<file path="src/rtl/vend_payout_ctrl_pkg.sv">
// Shared definitions for the vend payout controller and the vending FSM.
// Contents:
//   - product slot codes
//   - change-unit value
//   - payout state encoding
//   - fault codes
//   - latched request payload
//   - small helper functions
package vend_payout_ctrl_pkg;

    localparam int unsigned SEL_W   = 2;
    localparam int unsigned CHG_W   = 2;
    localparam int unsigned FCODE_W = 2;

    // Product slot codes, shared with the vending FSM.
    localparam logic [SEL_W-1:0] P_NONE = 2'b00;
    localparam logic [SEL_W-1:0] P_RS5  = 2'b01;
    localparam logic [SEL_W-1:0] P_RS10 = 2'b10;
    localparam logic [SEL_W-1:0] P_RS15 = 2'b11;

    // Value of one hopper coin in rupees; change is counted in these units.
    localparam int unsigned COIN_RS = 5;

    localparam logic [FCODE_W-1:0] FC_NONE  = 2'b00;
    localparam logic [FCODE_W-1:0] FC_MOTOR = 2'b01;
    localparam logic [FCODE_W-1:0] FC_COIN  = 2'b10;

    typedef enum logic [2:0] {
        ST_IDLE      = 3'd0,
        ST_VEND      = 3'd1,
        ST_PAY_PULSE = 3'd2,
        ST_PAY_WAIT  = 3'd3,
        ST_DONE      = 3'd4,
        ST_FAULT     = 3'd5
    } state_t;

    // Request captured when a vend strobe is accepted; coins counts down during payout.
    typedef struct packed {
        logic [SEL_W-1:0] sel;
        logic [CHG_W-1:0] coins;
    } vend_req_t;

    function automatic logic is_product(input logic [SEL_W-1:0] sel);
        return (sel == P_RS5) || (sel == P_RS10) || (sel == P_RS15);
    endfunction

    // Rupee value of a change code (0..15).
    function automatic logic [3:0] change_value_rs(input logic [CHG_W-1:0] coins);
        return 4'(int'(coins) * COIN_RS);
    endfunction

    function automatic int unsigned max3(input int unsigned a, input int unsigned b,
                                         input int unsigned c);
        int unsigned m;
        m = (a > b) ? a : b;
        return (m > c) ? m : c;
    endfunction

    // Shared timer width, wide enough for the largest limit plus saturation headroom.
    function automatic int unsigned timer_width(input int unsigned a, input int unsigned b,
                                                input int unsigned c);
        return $clog2(max3(a, b, c)) + 1;
    endfunction

endpackage

</file>
<file path="src/rtl/vend_payout_ctrl_cycle_timer.sv">
// Saturating up-counter with synchronous clear and enable.
// The terminal compare flags when the current count has reached 'last'.
// Ports:
//   clk    - system clock
//   rst    - synchronous active-low reset
//   clr    - synchronous clear to zero; has priority over en
//   en     - count enable
//   last   - terminal value to compare against
//   hit_c  - combinational, count >= last
module cycle_timer #(
    parameter int unsigned W = 8
) (
    input  logic         clk,
    input  logic         rst,
    input  logic         clr,
    input  logic         en,
    input  logic [W-1:0] last,
    output logic         hit_c
);

    logic [W-1:0] count_q;

    // Counter register; holds at all-ones instead of wrapping.
    always_ff @(posedge clk) begin
        if (!rst) begin
            count_q <= '0;
        end else if (clr) begin
            count_q <= '0;
        end else if (en && (count_q != '1)) begin
            count_q <= count_q + W'(1);
        end
    end

    assign hit_c = (count_q >= last);

endmodule

</file>
<file path="src/rtl/vend_payout_ctrl.sv">
// Actuator-side payout controller. It takes the one-cycle vend result from the
// vending FSM, runs the product motor for the selected slot, then pays the
// change as Rs 5 coins one at a time through the hopper. Both actuators are
// supervised by timeouts, and faults latch until fault_clr.
// Ports:
//   clk, rst            - clock, synchronous active-low reset
//   product_dispensed   - vend request strobe (one cycle)
//   product_select      - product slot code
//   change              - coins owed (0..3)
//   motor_done          - product-drop sensor (level)
//   coin_sensed         - hopper exit sensor (one cycle per coin)
//   fault_clr           - clears a latched fault and req_overrun
//   motor_en, motor_sel - product motor drive and slot
//   coin_eject          - hopper eject drive
//   busy                - high whenever not idle
//   vend_done           - one-cycle completion pulse
//   fault, fault_code   - latched fault indication and cause
//   req_overrun         - sticky, a request arrived while busy
module vend_payout_ctrl
    import vend_payout_ctrl_pkg::*;
#(
    parameter int unsigned MOTOR_TIMEOUT = 1000,
    parameter int unsigned EJECT_PULSE   = 4,
    parameter int unsigned COIN_TIMEOUT  = 200
) (
    input  logic               clk,
    input  logic               rst,
    input  logic               product_dispensed,
    input  logic [SEL_W-1:0]   product_select,
    input  logic [CHG_W-1:0]   change,
    input  logic               motor_done,
    input  logic               coin_sensed,
    input  logic               fault_clr,
    output logic               motor_en,
    output logic [SEL_W-1:0]   motor_sel,
    output logic               coin_eject,
    output logic               busy,
    output logic               vend_done,
    output logic               fault,
    output logic [FCODE_W-1:0] fault_code,
    output logic               req_overrun
);

    localparam int unsigned TW = timer_width(MOTOR_TIMEOUT, COIN_TIMEOUT, EJECT_PULSE);

    // The timer is zero in the first cycle of a state, so the last permitted
    // cycle of an N-cycle window is reached when the count equals N-1.
    localparam logic [TW-1:0] MOTOR_LAST = TW'(MOTOR_TIMEOUT - 1);
    localparam logic [TW-1:0] EJECT_LAST = TW'(EJECT_PULSE - 1);
    localparam logic [TW-1:0] COIN_LAST  = TW'(COIN_TIMEOUT - 1);

    state_t    state_q;
    state_t    state_d;
    vend_req_t req_q;
    vend_req_t req_d;

    logic               motor_en_d;
    logic               coin_eject_d;
    logic               busy_d;
    logic               vend_done_d;
    logic               fault_d;
    logic [FCODE_W-1:0] fault_code_d;
    logic               req_overrun_d;

    logic          tmr_clr;
    logic          tmr_en;
    logic          tmr_hit;
    logic [TW-1:0] tmr_last;

    // One timer shared by all supervised states; it restarts on every state change.
    cycle_timer #(
        .W (TW)
    ) u_timer (
        .clk   (clk),
        .rst   (rst),
        .clr   (tmr_clr),
        .en    (tmr_en),
        .last  (tmr_last),
        .hit_c (tmr_hit)
    );

    // Timer window for the current state.
    always_comb begin
        tmr_last = '1;
        tmr_en   = 1'b0;
        case (state_q)
            ST_VEND: begin
                tmr_last = MOTOR_LAST;
                tmr_en   = 1'b1;
            end
            ST_PAY_PULSE: begin
                tmr_last = EJECT_LAST;
                tmr_en   = 1'b1;
            end
            ST_PAY_WAIT: begin
                tmr_last = COIN_LAST;
                tmr_en   = 1'b1;
            end
            default: begin
                tmr_last = '1;
                tmr_en   = 1'b0;
            end
        endcase
    end

    // Next state and request update. Sensor events are checked before the
    // timeout, so a completion in the final allowed cycle still counts.
    always_comb begin
        state_d = state_q;
        req_d   = req_q;
        case (state_q)
            ST_IDLE: begin
                if (product_dispensed && is_product(product_select)) begin
                    state_d     = ST_VEND;
                    req_d.sel   = product_select;
                    req_d.coins = change;
                end
            end
            ST_VEND: begin
                if (motor_done) begin
                    state_d = (req_q.coins != '0) ? ST_PAY_PULSE : ST_DONE;
                end else if (tmr_hit) begin
                    state_d = ST_FAULT;
                end
            end
            ST_PAY_PULSE: begin
                if (tmr_hit) begin
                    state_d = ST_PAY_WAIT;
                end
            end
            ST_PAY_WAIT: begin
                if (coin_sensed) begin
                    req_d.coins = req_q.coins - CHG_W'(1);
                    state_d     = (req_q.coins == CHG_W'(1)) ? ST_DONE : ST_PAY_PULSE;
                end else if (tmr_hit) begin
                    state_d = ST_FAULT;
                end
            end
            ST_DONE: begin
                state_d = ST_IDLE;
                req_d   = '0;
            end
            ST_FAULT: begin
                if (fault_clr) begin
                    state_d = ST_IDLE;
                    req_d   = '0;
                end
            end
            default: begin
                state_d = ST_IDLE;
                req_d   = '0;
            end
        endcase
    end

    assign tmr_clr = (state_d != state_q);

    // Output values for the coming cycle, decoded from the next state.
    always_comb begin
        motor_en_d    = (state_d == ST_VEND);
        coin_eject_d  = (state_d == ST_PAY_PULSE);
        busy_d        = (state_d != ST_IDLE);
        vend_done_d   = (state_d == ST_DONE);
        fault_d       = (state_d == ST_FAULT);
        fault_code_d  = FC_NONE;
        req_overrun_d = req_overrun;

        if (state_d == ST_FAULT) begin
            if (state_q == ST_FAULT) begin
                fault_code_d = fault_code;
            end else begin
                fault_code_d = (state_q == ST_VEND) ? FC_MOTOR : FC_COIN;
            end
        end

        // A fresh overrun in the same cycle as a clear is kept.
        if (product_dispensed && (state_q != ST_IDLE)) begin
            req_overrun_d = 1'b1;
        end else if (fault_clr) begin
            req_overrun_d = 1'b0;
        end
    end

    // State, request and output registers.
    always_ff @(posedge clk) begin
        if (!rst) begin
            state_q     <= ST_IDLE;
            req_q       <= '0;
            motor_en    <= 1'b0;
            motor_sel   <= '0;
            coin_eject  <= 1'b0;
            busy        <= 1'b0;
            vend_done   <= 1'b0;
            fault       <= 1'b0;
            fault_code  <= FC_NONE;
            req_overrun <= 1'b0;
        end else begin
            state_q     <= state_d;
            req_q       <= req_d;
            motor_en    <= motor_en_d;
            motor_sel   <= req_d.sel;
            coin_eject  <= coin_eject_d;
            busy        <= busy_d;
            vend_done   <= vend_done_d;
            fault       <= fault_d;
            fault_code  <= fault_code_d;
            req_overrun <= req_overrun_d;
        end
    end

endmodule
</file>
<file path="config.mk">
export PLATFORM = sky130hd
export DESIGN_NAME = vend_payout_ctrl
export DESIGN_NICKNAME = d
export VERILOG_FILES = /design/src/rtl/vend_payout_ctrl_pkg.sv /design/src/rtl/vend_payout_ctrl_cycle_timer.sv /design/src/rtl/vend_payout_ctrl.sv
export SDC_FILE = /design/constraint.sdc
export NUM_CORES = 1
export LEC_CHECK = 0
export BUFFER_PORTS_ARGS = -buffer_cell sky130_fd_sc_hd__buf_2
export CORE_MARGIN = 1.5
export CORE_UTILIZATION = 60
export DETAILED_ROUTE_END_ITERATION = 7
export GPL_TIMING_DRIVEN = 0
export PLACE_DENSITY = 0.82
export SYNTH_ARGS = -nofsm -noshare
export SYNTH_HDL_FRONTEND = slang
export SYNTH_HIERARCHICAL = 1
export SYNTH_SLANG_ARGS = --single-unit
</file>
<file path="constraint.sdc">
create_clock -name clk -period 5.4 [get_ports clk]
set_input_delay 1.08 -clock clk [delete_from_list [all_inputs] [get_ports clk]]
set_output_delay 1.08 -clock clk [all_outputs]
set_load 0.05 [all_outputs]
</file>
==> flow_summary_export.csv <==
group,metric,value,unit
worst_setup_path,path_delay_family,"compound AO/OA/AOI/OAI gates",
floorplanning,io-pin-count,20,
sta,fin_tns_setup,0,ns
power_and_ir_drop,p_seq_share,55.0,%
min_path,hold_class,"flip-flop to flip-flop",
synth,synth.largest_area_cell,"dfxtp_1",
drt,wl_per_cell,14.06,µm
place,dp.cells,256,
place,gp_congestion,0.9322,
clock_network,post-cts-setup-buffer-count,0,
synth,synth.most_common_cell,"dfxtp_1",
floorplanning,start_util,62.10,%
clock_network,cts_resized,0,
floorplanning,die_w,55.96,µm
clock_network,hold_buffers,0,
finish,drive_above_1_share,18.42,%
clock_network,numCtsBuffers,3,
worst_setup_path,crit_arrival,3.95,ns
global_route,antenna_found_initial,0,
synth,ys_types,54,
sta,max_clock_freq,267.8,MHz
worst_setup_path,crit_start,"state_q[0]",
floorplanning,die-area,3132,µm²
sta,drv_slew,0,
worst_setup_path,crit_path_end_kind,"flip-flop",
drt,ant_nets,0,
worst_setup_path,startpoint_type,"flip-flop",
worst_setup_path,r2r-start,"state_q[0]",
global_route,grt_overflow,0,
run,drv_cap,0,
global_route,grt_use_total,24.21,%
finish,fin_cells,259,
min_path,worst_hold_startpoint,"req_overrun",
power_and_ir_drop,p_leak,0.8787,nW
drt,wl_met3,163,µm
synth,synth_commonest_cells,"dfxtp_1 (26), a21oi_1 (22), inv_1 (19), ha_1 (14), nor2_1 (13)",
global_route,first_global_vias,1432,
clock_network,htreeDepth,1,
worst_setup_path,critPathBufInv,3,
drt,vias,1575,
clock_network,cts-root-buf,"clkbuf_4",
synth,synthArstFlopShare,0,%
sta,rsz0062_at_grt,"false",
place,port_buffers,19,
drt,drtIter0Drc,56,
synth,synth_edf_count,0,
place,dp_hpwl,2746,µm
floorplanning,core,2710,µm²
drt,m1WireLength,1851,µm
outcome,status,"finished clean",
synth,syn_area,1683,µm²
worst_setup_path,cp_max_fo,10,
power_and_ir_drop,p_sw,0.0001141,W
finish,nets,254,
worst_setup_path,setup.worst_path.class,"flip-flop to flip-flop",
synth,synth_ff_type,"dfxtp_1",
global_route,grt_max_degree,14,
finish,final_util,68.01,%
worst_setup_path,cp_slowest_cell,"o21ai_0",
clock_network,clock_latency,0.31,ns
sta,skew,0.009121,ns
finish,area_growth,9.517,%
sta,period_needed,3.734,ns
global_route,grt_pass1_wl,6168,µm
clock_network,cts_tree,"yes",
synth,yosys.area.top_type_share,30.93,%
drt,drcViolationCount,0,
worst_setup_path,worstReg2RegEnd,"u_timer/count_q[7]",
sta,setup_viol,0,
drt,met2WireLength,1597,µm
sta,finalHoldViolations,0,
power_and_ir_drop,p_per_area,200.2,nW/µm²
worst_setup_path,slowest_delay,0.43,ns
drt,highest_layer,"met4",
synth,ys_ff_latch,26,
sta,finalCritPeriodShare,69.14,%
clock_network,clock-sinks,26,
finish,diodes,0,
synth,ys_top_cells_by_area,"dfxtp_1 (31%), ha_1 (10%), a21oi_1 (6.5%), inv_1 (4.2%), o21ai_0 (3.6%)",
floorplanning,die_y,55.96,µm
power_and_ir_drop,power_frac_clock,21.8,%
drt,routed_wl,3642,µm
drt,first_pass_iters,4,
sta,fin_ws,1.666,ns
floorplanning,rows,19,
drt,via_per_inst,6.081,
synth,syn-instance-count,205,
min_path,min_path_cells,2,
power_and_ir_drop,internal_power,0.0002550,W
worst_setup_path,r2r_slack,1.67,ns
worst_setup_path,path_cells,"clkbuf_1 -> o21ai_0 -> inv_1 -> ha_1 -> a21oi_1 -> o21ai_0 -> a21oi_1 -> o21ai_0 -> nand3b_1 -> o22ai_4 -> o32ai_1 -> o2111ai_1 -> nand2b_1 -> buf_1 -> nor2_1 -> a41o_2",
min_path,worstHoldEndpoint,"req_overrun",
synth,yosysWarningCount,6,
place,post-place-ws,1.813,ns
clock_network,path_clk_slew,0.14,ns
worst_setup_path,r2r_cells,16,
power_and_ir_drop,p_comb_share,23.2,%
clock_network,clk_path_buf_depth,2,
worst_setup_path,cpMostUsedCell,"o21ai_0",
power_and_ir_drop,peakVddDrop,0.1946,mV
synth,avgSynthCellArea,8.209,µm²
worst_setup_path,crit_required,5.62,ns
synth,ys_seq_area_share,30.93,%
power_and_ir_drop,swShare,30.91,%
sta,hold_slack,0.4854,ns
## power groups by stage
stage | Clock (W) | Sequential, W | Combinational [W]
CTS | 0.0000858 | 0.000203 | 0.0000850
global route | 0.0000898 | 0.000204 | 0.0000947
global placement | 0 | 0.000207 | 0.0000824
detailed placement | 0 | 0.000207 | 0.0000843
floorplan | 0 | 0.000215 | 0.0000552
finish | 0.0000804 | 0.000203 | 0.0000856
## per-layer routing
layer | vias to the layer above | global-route usage, %
met4 | 0 | 7.143
met2 | 48 | 37.82
met1 | 727 | 34.96
li1 | 796 | -
met3 | 4 | 3.256
met5 | - | 0
## area by class of cell
type | count | area, µm²
Multi-Input combinational cell | 152 | 1036
Fill cell | 234 | 867.1
Sequential cell | 26 | 520.5
Timing Repair Buffer | 19 | 95.09
Inverter | 20 | 75.07
Buffer | 8 | 55.05
Tap cell | 31 | 38.79
Clock buffer | 3 | 22.52
## worst max path at each step
stage / cells past startpoint / slack [ns] / end
6_report: 16 / 1.67 / u_timer/count_q[7]
4_1_cts: 16 / 1.76 / u_timer/count_q[7]
5_1_grt: 16 / 1.35 / u_timer/count_q[7]
2_1_floorplan: 17 / 2.37 / u_timer/count_q[7]
3_3_place_gp: 16 / 1.86 / u_timer/count_q[7]
3_5_place_dp: 16 / 1.81 / u_timer/count_q[7]
## logic make-up after synthesis
| family | after synthesis | share of synthesized area (%) |
|---|---|---|
| AOI/OAI and AO/OA | 68 | 27.06 |
| DFF | 26 | 30.93 |
| buffers and inverters | 28 | 7.731 |
| muxes | 2 | 1.561 |
| adders and majority gates | 14 | 10.41 |
| and+or+nand+nor | 65 | 21.56 |
| xor gates and xnor gates | 1 | 0.5205 |
| other | 1 | 0.2228 |
## state kept, by name (all words and copies together), names as in the netlist
register         flops
u_timer/count_q     11
req_q                4
state_q              3
fault_code           2
busy                 1
coin_eject           1
fault                1
motor_en             1
req_overrun          1
vend_done            1
## worst reg2reg max path: stages, from the launching register on
cell and delay [ns]:
dfxtp_1 0.40, clkbuf_1 0.25, o21ai_0 0.43, inv_1 0.09, ha_1 0.31, a21oi_1 0.06
o21ai_0 0.16, a21oi_1 0.07, o21ai_0 0.32, nand3b_1 0.17, o22ai_4 0.23, o32ai_1 0.12
o2111ai_1 0.13, nand2b_1 0.14, buf_1 0.38, nor2_1 0.09, a41o_2 0.28
## metrics by stage
step           cell area [µm²]   power, W
2_1_floorplan             1687  0.0002704
3_3_place_gp              1821  0.0002893
3_5_place_dp              1821  0.0002913
4_1_cts                   1843  0.0003737
5_1_grt                   1843  0.0003886
6_report                  1843  0.0003690
## cell usage in the layout (no fill, tap or decap), types with 6 or more instances in the layout
cell type	instances
a21oi_1	22
nand2_1	10
nor2_1	13
nand3_1	8
buf_2	21
ha_1	14
o21ai_0	12
inv_1	19
dfxtp_1	26
a31oi_1	6
Note: power is estimated with default switching activity, not from simulation.
